<file path="src/rtl/logo_scroll_ctrl.sv">
// Bounces the logo offset `delt` between 0 and DELT_MAX, dwelling at each end.
// Every register moves only on a frame tick while enabled, so a frame never sees two offsets.
module logo_scroll_ctrl #(
  parameter int FRAMES_PER_STEP = 2,
  parameter int STEP            = 1,
  parameter int DELT_MAX        = 200,
  parameter int HOLD_FRAMES     = 30
) (
  input  logic        clk,
  input  logic        rst,
  input  logic        frame_tick,
  input  logic        enable,
  output logic [10:0] delt,
  output logic        dir_left,
  output logic        at_edge,
  output logic [1:0]  state_dbg
);

  localparam int FCW = (FRAMES_PER_STEP > 1) ? $clog2(FRAMES_PER_STEP) : 1;
  localparam int HCW = (HOLD_FRAMES > 1) ? $clog2(HOLD_FRAMES) : 1;

  localparam logic [FCW-1:0] FC_LAST  = FCW'(FRAMES_PER_STEP - 1);
  localparam logic [HCW-1:0] HC_LAST  = HCW'(HOLD_FRAMES - 1);
  localparam logic [11:0]    STEP_W   = 12'(STEP);
  localparam logic [11:0]    MAX_W    = 12'(DELT_MAX);

  typedef enum logic [1:0] {
    MOVE_R = 2'd0,
    HOLD_R = 2'd1,
    MOVE_L = 2'd2,
    HOLD_L = 2'd3
  } state_t;

  state_t          state, state_nx;
  logic [FCW-1:0]  frame_cnt, frame_cnt_nx;
  logic [HCW-1:0]  hold_cnt, hold_cnt_nx;
  logic [10:0]     delt_nx;
  logic            dir_left_nx, at_edge_nx;

  logic            qual, step_tick;
  logic [11:0]     delt_w, sum_w;

  assign qual      = frame_tick & enable;
  assign step_tick = qual && (frame_cnt == FC_LAST);
  // 12-bit arithmetic so delt+STEP cannot wrap before the clamp compare.
  assign delt_w    = {1'b0, delt};
  assign sum_w     = delt_w + STEP_W;
  assign state_dbg = state;

  always_ff @(posedge clk or negedge rst) begin
    if (!rst) begin
      state     <= MOVE_R;
      frame_cnt <= '0;
      hold_cnt  <= '0;
      delt      <= '0;
      dir_left  <= 1'b0;
      at_edge   <= 1'b0;
    end else begin
      state     <= state_nx;
      frame_cnt <= frame_cnt_nx;
      hold_cnt  <= hold_cnt_nx;
      delt      <= delt_nx;
      dir_left  <= dir_left_nx;
      at_edge   <= at_edge_nx;
    end
  end

  always_comb begin
    state_nx     = state;
    frame_cnt_nx = frame_cnt;
    hold_cnt_nx  = hold_cnt;
    delt_nx      = delt;
    dir_left_nx  = dir_left;
    at_edge_nx   = at_edge;

    if (qual) begin
      unique case (state)
        MOVE_R: begin
          frame_cnt_nx = step_tick ? '0 : frame_cnt + 1'b1;
          if (step_tick) begin
            if (sum_w >= MAX_W) begin
              delt_nx     = MAX_W[10:0];
              state_nx    = HOLD_R;
              at_edge_nx  = 1'b1;
              hold_cnt_nx = '0;
            end else begin
              delt_nx = sum_w[10:0];
            end
          end
        end
        HOLD_R: begin
          hold_cnt_nx = hold_cnt + 1'b1;
          if (hold_cnt == HC_LAST) begin
            state_nx     = MOVE_L;
            dir_left_nx  = 1'b1;
            at_edge_nx   = 1'b0;
            frame_cnt_nx = '0;
          end
        end
        MOVE_L: begin
          frame_cnt_nx = step_tick ? '0 : frame_cnt + 1'b1;
          if (step_tick) begin
            // Clamping at STEP keeps delt from ever going below zero.
            if (delt_w <= STEP_W) begin
              delt_nx     = '0;
              state_nx    = HOLD_L;
              at_edge_nx  = 1'b1;
              hold_cnt_nx = '0;
            end else begin
              delt_nx = delt - STEP_W[10:0];
            end
          end
        end
        HOLD_L: begin
          hold_cnt_nx = hold_cnt + 1'b1;
          if (hold_cnt == HC_LAST) begin
            state_nx     = MOVE_R;
            dir_left_nx  = 1'b0;
            at_edge_nx   = 1'b0;
            frame_cnt_nx = '0;
          end
        end
        default: state_nx = MOVE_R;
      endcase
    end
  end

endmodule

</file>
<file path="config.mk">
export PLATFORM = sky130hd
export DESIGN_NAME = logo_scroll_ctrl
export DESIGN_NICKNAME = d
export VERILOG_FILES = /design/src/rtl/logo_scroll_ctrl.sv
export SDC_FILE = /design/constraint.sdc
export NUM_CORES = 1
export LEC_CHECK = 0
export ABC_AREA = 1
export CORE_MARGIN = 2
export CORE_UTILIZATION = 41
export CTS_CLUSTER_DIAMETER = 60
export DETAILED_ROUTE_END_ITERATION = 10
export HOLD_SLACK_MARGIN = 0.08
export PLACE_DENSITY = 0.63
export SLEW_MARGIN = 15
export SYNTH_ARGS = -nofsm -noshare
export SYNTH_HDL_FRONTEND = slang
export SYNTH_SLANG_ARGS = --single-unit
export TNS_END_PERCENT = 20
</file>
<file path="constraint.sdc">
create_clock -name clk -period 1.6 [get_ports clk]
set_input_delay 0.32 -clock clk [delete_from_list [all_inputs] [get_ports clk]]
set_output_delay 0.32 -clock clk [all_outputs]
set_load 0.05 [all_outputs]
</file>
==> impl_results.md, run 1 <==
* Status: finished, violations left
* Violated checks: negative setup slack
* Seq pwr share at 21.6%
* RSZ-0062 raised after global routing: true
* CTS tree: yes
* Crit. End Element: register
* Vias in the first global route at 1644
* IO Pins at 19
* Largest net degree at the start of global routing at 22
* Initial Utilization at 42.0%
* Post-synth net total at 252
* Seq/Total Area, Yosys at 31.8%
* CTS Hold Bufs at 0
* Final setup vio count at 15
* Core area at 3940 um^2
* DR WL/cell at 11.9 um
* Mapped Area at 1650 um^2
* Synth Register Bits at 21
* FP Rows at 23
* P&R area growth vs syn at 50.5%
* CTS clk-pin slew, worst paths at 0.08 ns
* Switching Share at 47.9%
* Routed WL at 4150 um
* Fill cell count at 330
* IR drop worst, VDD at 818 uV
* GRT Total Usage at 20.5%
* CP Data Arrival Time at 1.91 ns
* Hpwl dp at 3300 um
* Pint at 0.00236 W
* Final min period at 1.73 ns
* GPL Wtd Cong at 0.847
* Worst Slack Setup Final at -0.130 ns
* Number of H-tree levels at 1
* DIE HEIGHT at 67.5 um
* Post-layout util at 63.2%
* DRT Pass-1 Iters at 4
* Max-Cap Viols at 0
* Max Root-Sink Buffers at 2
* Leak pwr at 1.23 nW
* Psw at 0.00217 W
* Hold Crit Class: input port to asynchronous set/reset pin
* Drc violations at 0
* First-pass GRT wire length at 7080 um
* Crit-path max FO at 6
* ANT cells at 0
* DR vias at 1739
* Critical path type: register to register
* Total Nets Final at 314
* Sum of negative setup slack at -1.15 ns
* Clock Latency Late Sink at 0.25 ns
* Cts bufs inserted at 3
* Commonest non-fill, non-tap cell in the layout: nand2_1
* Post-route ant nets at 0
* Ys Warns at 0
* Clock Tree Root: clkbuf_8
* Period utilisation layout at 108%
* Crit start category: register
* CP required at 1.78 ns
* Post-Syn Instances at 239
* Via density at 4.97
* Initial antenna violation count at 0
* Peak Freq at 578 MHz
* # port buffers at 18
* Final Skew at 0.00463 ns
* Share of cells above drive strength 1 at 35.3%
* Final Hold Fails at 0
* PwrDens at 1820 nW/um^2
* Die X at 67.5 um
* Synthesized area per cell at 6.92 um^2
* Clock network power share at 7.6%
* Rel. slew slack at 81.9%
* Slew @ Worst Pin at 0.271 ns
* Grt total ovfl at 0
* Initial DRC count at 74
* Hold slack final at 0.396 ns
* Die ar. at 4560 um^2
* Post-synth cell types at 27
* Commonest non-fill, non-tap cells in the layout: 56 x nand2_1, 42 x buf_4, 28 x inv_1
* Comb power frac at 70.8%
* Clock sinks at 21
* Max Slew Vio Count at 0
[cells by family (layout without fill, tap and decap cells)]
| family | count (synthesis) | after routing | share of synthesized area [%] |
|---|---|---|---|
| simple gates | 137 | 138 | 39.1 |
| flops | 21 | 21 | 31.8 |
| buf+inv | 35 | 95 | 8.40 |
| xor+xnor | 10 | 10 | 5.30 |
| fa+ha+maj | 9 | 9 | 6.81 |
| compound gates | 27 | 27 | 8.62 |
[layer usage]
metal	GRT usage (%)	vias to the layer above	routed length, um
li1	-	890	-
met1	26.2	797	1850
met2	34.8	41	2060
met3	1.17	11	134
met4	10.5	0	108
met5	0	-	0
[metrics by stage]
| stage | setup WS, ns | total power [W] | cells | cell area [um^2] |
|---|---|---|---|---|
| 4_1_cts | -0.0862 | 0.00453 | 350 | 2460 |
| 3_3_place_gp | -0.132 | 0.00402 | 342 | 2350 |
| 6_report | -0.130 | 0.00454 | 350 | 2490 |
| 5_1_grt | -0.246 | 0.00488 | 350 | 2490 |
| 3_5_place_dp | -0.158 | 0.00404 | 342 | 2350 |
| 2_1_floorplan | -0.129 | 0.00266 | 239 | 1720 |
[final timing paths]
check | start | end | slack (ns) | cells after the start
max | delt[0] | hold_cnt[0] | -0.13 | 12
min | rst | at_edge | 0.40 | 2
max reg2reg | delt[0] | hold_cnt[0] | -0.13 | 12
min reg2reg | at_edge | at_edge | 0.48 | 2
max in group asynchronous | rst | delt[0] | 0.96 | 2
min in group clk | at_edge | at_edge | 0.48 | 2
[state kept, by name, summed over array words and instances (netlist names)]
name       count
delt          11
dir_left       1
state_dbg      2
hold_cnt       5
at_edge        1
frame_cnt      1
[cells in the mapped netlist]
| master | number | share of area, % |
|---|---|---|
| nand2_1 | 62 | 14 |
| inv_1 | 30 | 6.8 |
| nor2_1 | 30 | 6.8 |
| dfrtp_1 | 21 | 32 |
| nand3_1 | 18 | 5.4 |
| nand4_1 | 11 | 4.2 |
| a21oi_1 | 10 | 3.0 |
| ha_1 | 9 | 6.8 |
| xor2_1 | 9 | 4.8 |
| o21ai_1 | 7 | 2.1 |
| o21ai_0 | 6 | 1.8 |
| or2_2 | 4 | 1.5 |
| nand2_2 | 3 | 1.1 |
| a22oi_1 | 2 | 0.91 |
| buf_4 | 2 | 0.91 |
| clkbuf_1 | 2 | 0.45 |
| nand3_2 | 2 | 1.2 |
| nor2_2 | 2 | 0.76 |
| a31oi_1 | 1 | 0.38 |
| and2_0 | 1 | 0.38 |
| inv_2 | 1 | 0.23 |
| nand2_4 | 1 | 0.68 |
| nand3_4 | 1 | 1.1 |
| nor2_4 | 1 | 0.68 |
| nor2_8 | 1 | 1.2 |
| o22ai_1 | 1 | 0.38 |
| xnor2_1 | 1 | 0.53 |
[cell type report]
class | count | area (um^2) | area share [%]
Tap cell | 50 | 62.6 | 2.51
Timing Repair Buffer | 60 | 637 | 25.6
Sequential cell | 21 | 542 | 21.8
Inverter | 31 | 116 | 4.67
Multi-Input combinational cell | 184 | 1090 | 43.7
Clock buffer | 4 | 45.0 | 1.81
[worst max-delay path: stages (launching register included)]
cell and delay, ns:
dfrtp_4 0.50, ha_4 0.18, nand2_4 0.09, nor2_4 0.04, nand2_1 0.07, nand2_1 0.07, nand2_2 0.08, nand2_4 0.07
nor2_8 0.15, nand3_4 0.15, nand2_4 0.13, nand2_1 0.06, o21ai_1 0.07
[power by group through the flow]
stage          combinational, W  clock [W]  sequential, W
3_3_place_gp            0.00303          0       0.000990
4_1_cts                 0.00320   0.000354       0.000979
6_report                0.00321   0.000344       0.000980
3_5_place_dp            0.00304          0       0.000994
2_1_floorplan           0.00127          0        0.00139
5_1_grt                 0.00348   0.000383        0.00102
[timing repair]
action,CTS,global route
endpoints found under the setup margin,19,19
buffers inserted,3,0
cloned,1,0
pin swaps,4,8
resized for setup,8,10
(Power assumes the default switching activity.)
==> run 2: changes to the inputs <==
CORE_UTILIZATION = 50   (was 41)
HOLD_SLACK_MARGIN = 0.15   (was 0.08)
PLACE_DENSITY = 0.74   (was 0.63)
==> impl_results.md, run 2 (synthesis gave the netlist of run 1 again) <==
* Status: finished, violations left
* Violated checks: negative setup slack
* Worst r2r src: delt[0]
* # port buffers at 18 (unchanged)
* Multi-input gate area at 1100 um^2 (+1.5%)
* Period utilisation layout at 109% (+0.58 points)
* Max-Cap Viols at 0 (unchanged)
* First-pass GRT wire length at 7110 um (+0.48%)
* Critical path destination: state_dbg[1]
* Final Hold Fails at 0 (unchanged)
* Met2 Usage GRT at 45.0% (+10 points)
* GPL Wtd Cong at 0.945 (+12%)
* Crit. End Element: register
* Clock Latency Late Sink at 0.32 ns (+0.07 ns)
* Crit start category: register
* Most Crowded Layer GR: met2
* Reg with most FFs: delt
* Initial DRC count at 103 (+39%)
* Grt total ovfl at 0 (unchanged)
* Post-route ant nets at 0 (unchanged)
* Worst slack, placed at -0.155 ns (+0.00248 ns)
* PwrDens at 1840 nW/um^2 (+1.0%)
* Area after DPL at 2350 um^2 (+0.32%)
* Peak Freq at 575 MHz (-0.53%)
* P&R area growth vs syn at 50.7%
* Drc violations at 0 (unchanged)
* ANT cells at 0 (unchanged)
* Share of cells above drive strength 1 at 36.3% (+0.97 points)
* Grt met1 use at 31.9% (+5.8 points)
* Vias in the first global route at 1614 (-1.8%)
* Switching Share at 49.3% (+1.4 points)
* Rel. slew slack at 81.8% (-0.19 points)
* Final Non-Filler Cells at 347 (-0.86%)
* Crit-path max FO at 6 (unchanged)
* Die X at 61.5 um (-8.9%)
* Cts bufs inserted at 3 (unchanged)
* Initial Utilization at 53.3% (+11 points)
* Final min period at 1.74 ns (+0.00924 ns)
* Core area at 3100 um^2 (-21%)
* Worst reg-to-reg setup slack at -0.14 ns (about the same)
* RSZ-0062 raised after global routing: true
* Slew @ Worst Pin at 0.274 ns (+0.00282 ns)
* Seq pwr share at 21.2% (-0.4 points)
* CTS Hold Bufs at 0 (unchanged)
* CP Data Arrival Time at 1.94 ns (+0.03 ns)
* Design area at 2490 um^2 (+0.10%)
* CP Launch Point: delt[0]
* Reg2reg end: state_dbg[1]
* Psw at 0.00226 W (+4.1%)
* Final Skew at 0.0191 ns (+0.0145 ns)
* Comb power frac at 73.1% (+2.3 points)
* Max Root-Sink Buffers at 2 (unchanged)
* DR WL/cell at 12.4 um (+4.7%)
* Clock sinks at 21 (unchanged)
* DIE HEIGHT at 61.5 um (-8.9%)
* Die ar. at 3780 um^2 (-17%)
* Initial antenna violation count at 0 (unchanged)
* Hpwl dp at 3250 um (-1.4%)
* Critical path type: register to register
* CP required at 1.80 ns (+0.02 ns)
* Clock Tree Root: clkbuf_4
* FP Rows at 20 (-13%)
* Pint at 0.00233 W (-1.5%)
* Worst Slack Setup Final at -0.139 ns (-0.00924 ns)
* Routed WL at 4310 um (+3.8%)
* IR drop worst, VDD at 1210 uV (+47%)
* Final setup vio count at 18 (+3)
* Placed cell count at 338 (-1.2%)
* Largest net degree at the start of global routing at 22 (unchanged)
* Reg area at 542 um^2 (unchanged)
* GRT Total Usage at 25.2% (+4.7 points)
* IO Pins at 19 (unchanged)
* Total Nets Final at 317 (+0.96%)
* Met3 usage at 2.31% (+1.1 points)
* Max Slew Vio Count at 0 (unchanged)
* CTS clk-pin slew, worst paths at 0.13 ns (+0.05 ns)
* Number of H-tree levels at 1 (unchanged)
* Commonest non-fill, non-tap cell in the layout: nand2_1
* Hold Crit Class: input port to asynchronous set/reset pin
* Leak pwr at 1.23 nW (-0.19%)
* Worst r2r path cells at 11 (-1)
* DRT Pass-1 Iters at 4 (unchanged)
* Commonest non-fill, non-tap cells in the layout: 59 x nand2_1, 46 x buf_4, 27 x inv_1
* Clock network power share at 5.8% (-1.8 points)
* Fill cell count at 217 (-34%)
* CTS tree: yes
* Max reg flops at 11 (unchanged)
* DR vias at 1783 (+2.5%)
* Via density at 5.14 (+3.4%)
-- run 2: layout make-up --
type                    instances  share of cell area [%]
repair buffers                 63                    26.0
inverters                      31                    4.77
flip-flops and latches         21                    21.7
multi-input cells             184                    44.3
well taps                      44                    2.21
clock buffers                   4                    1.05
-- run 2: critical path: stages, from the launching register on --
cell and delay [ns]:
dfrtp_4 0.53, buf_4 0.16, nor2_1 0.12, nand2_1 0.09, inv_1 0.08, nand2_1 0.07
nand3_2 0.12, nand2_1 0.12, inv_4 0.13, nand3_4 0.08, nand2_1 0.06, nand2_1 0.05
-- run 2: power by group through the flow --
| stage | combinational, W | clock [W] | sequential [W] |
|---|---|---|---|
| after global placement | 0.00302 | 0 | 0.000979 |
| after floorplan | 0.00127 | 0 | 0.00139 |
| after global routing | 0.00361 | 0.000288 | 0.000999 |
| after CTS | 0.00329 | 0.000265 | 0.000964 |
| after detailed placement | 0.00307 | 0 | 0.000987 |
| final | 0.00335 | 0.000265 | 0.000971 |
-- run 2: layer usage --
layer | wire (um) | vias up
met5 | 0 | -
met1 | 1860 | 822
met4 | 96 | 0
met3 | 189 | 11
li1 | - | 895
met2 | 2170 | 55
-- run 2: what timing repair did --
item,4_1_cts,5_1_grt
setup endpoints to repair,19,19
resized for setup,16,7
cloned,1,0
setup buffers,4,0
pin swaps,14,1
-- run 2: metrics by stage --
stage	power (W)	hold WS, ns	TNS, ns	util, %
floorplan	0.00266	0.0244	-1.45	-
global placement	0.00400	0.475	-1.26	75.8
detailed placement	0.00406	0.472	-1.82	75.8
CTS	0.00452	0.343	-1.22	79.8
global route	0.00490	0.360	-3.79	80.3
finish	0.00459	0.322	-1.62	80.3
-- run 2: how the worst min path moves through the flow --
| stage | slack, ns | end |
|---|---|---|
| floorplan | 0.02 | at_edge |
| global placement | 0.48 | at_edge |
| detailed placement | 0.47 | at_edge |
| CTS | 0.34 | hold_cnt[3] |
| global route | 0.36 | hold_cnt[1] |
| finish | 0.32 | hold_cnt[3] |
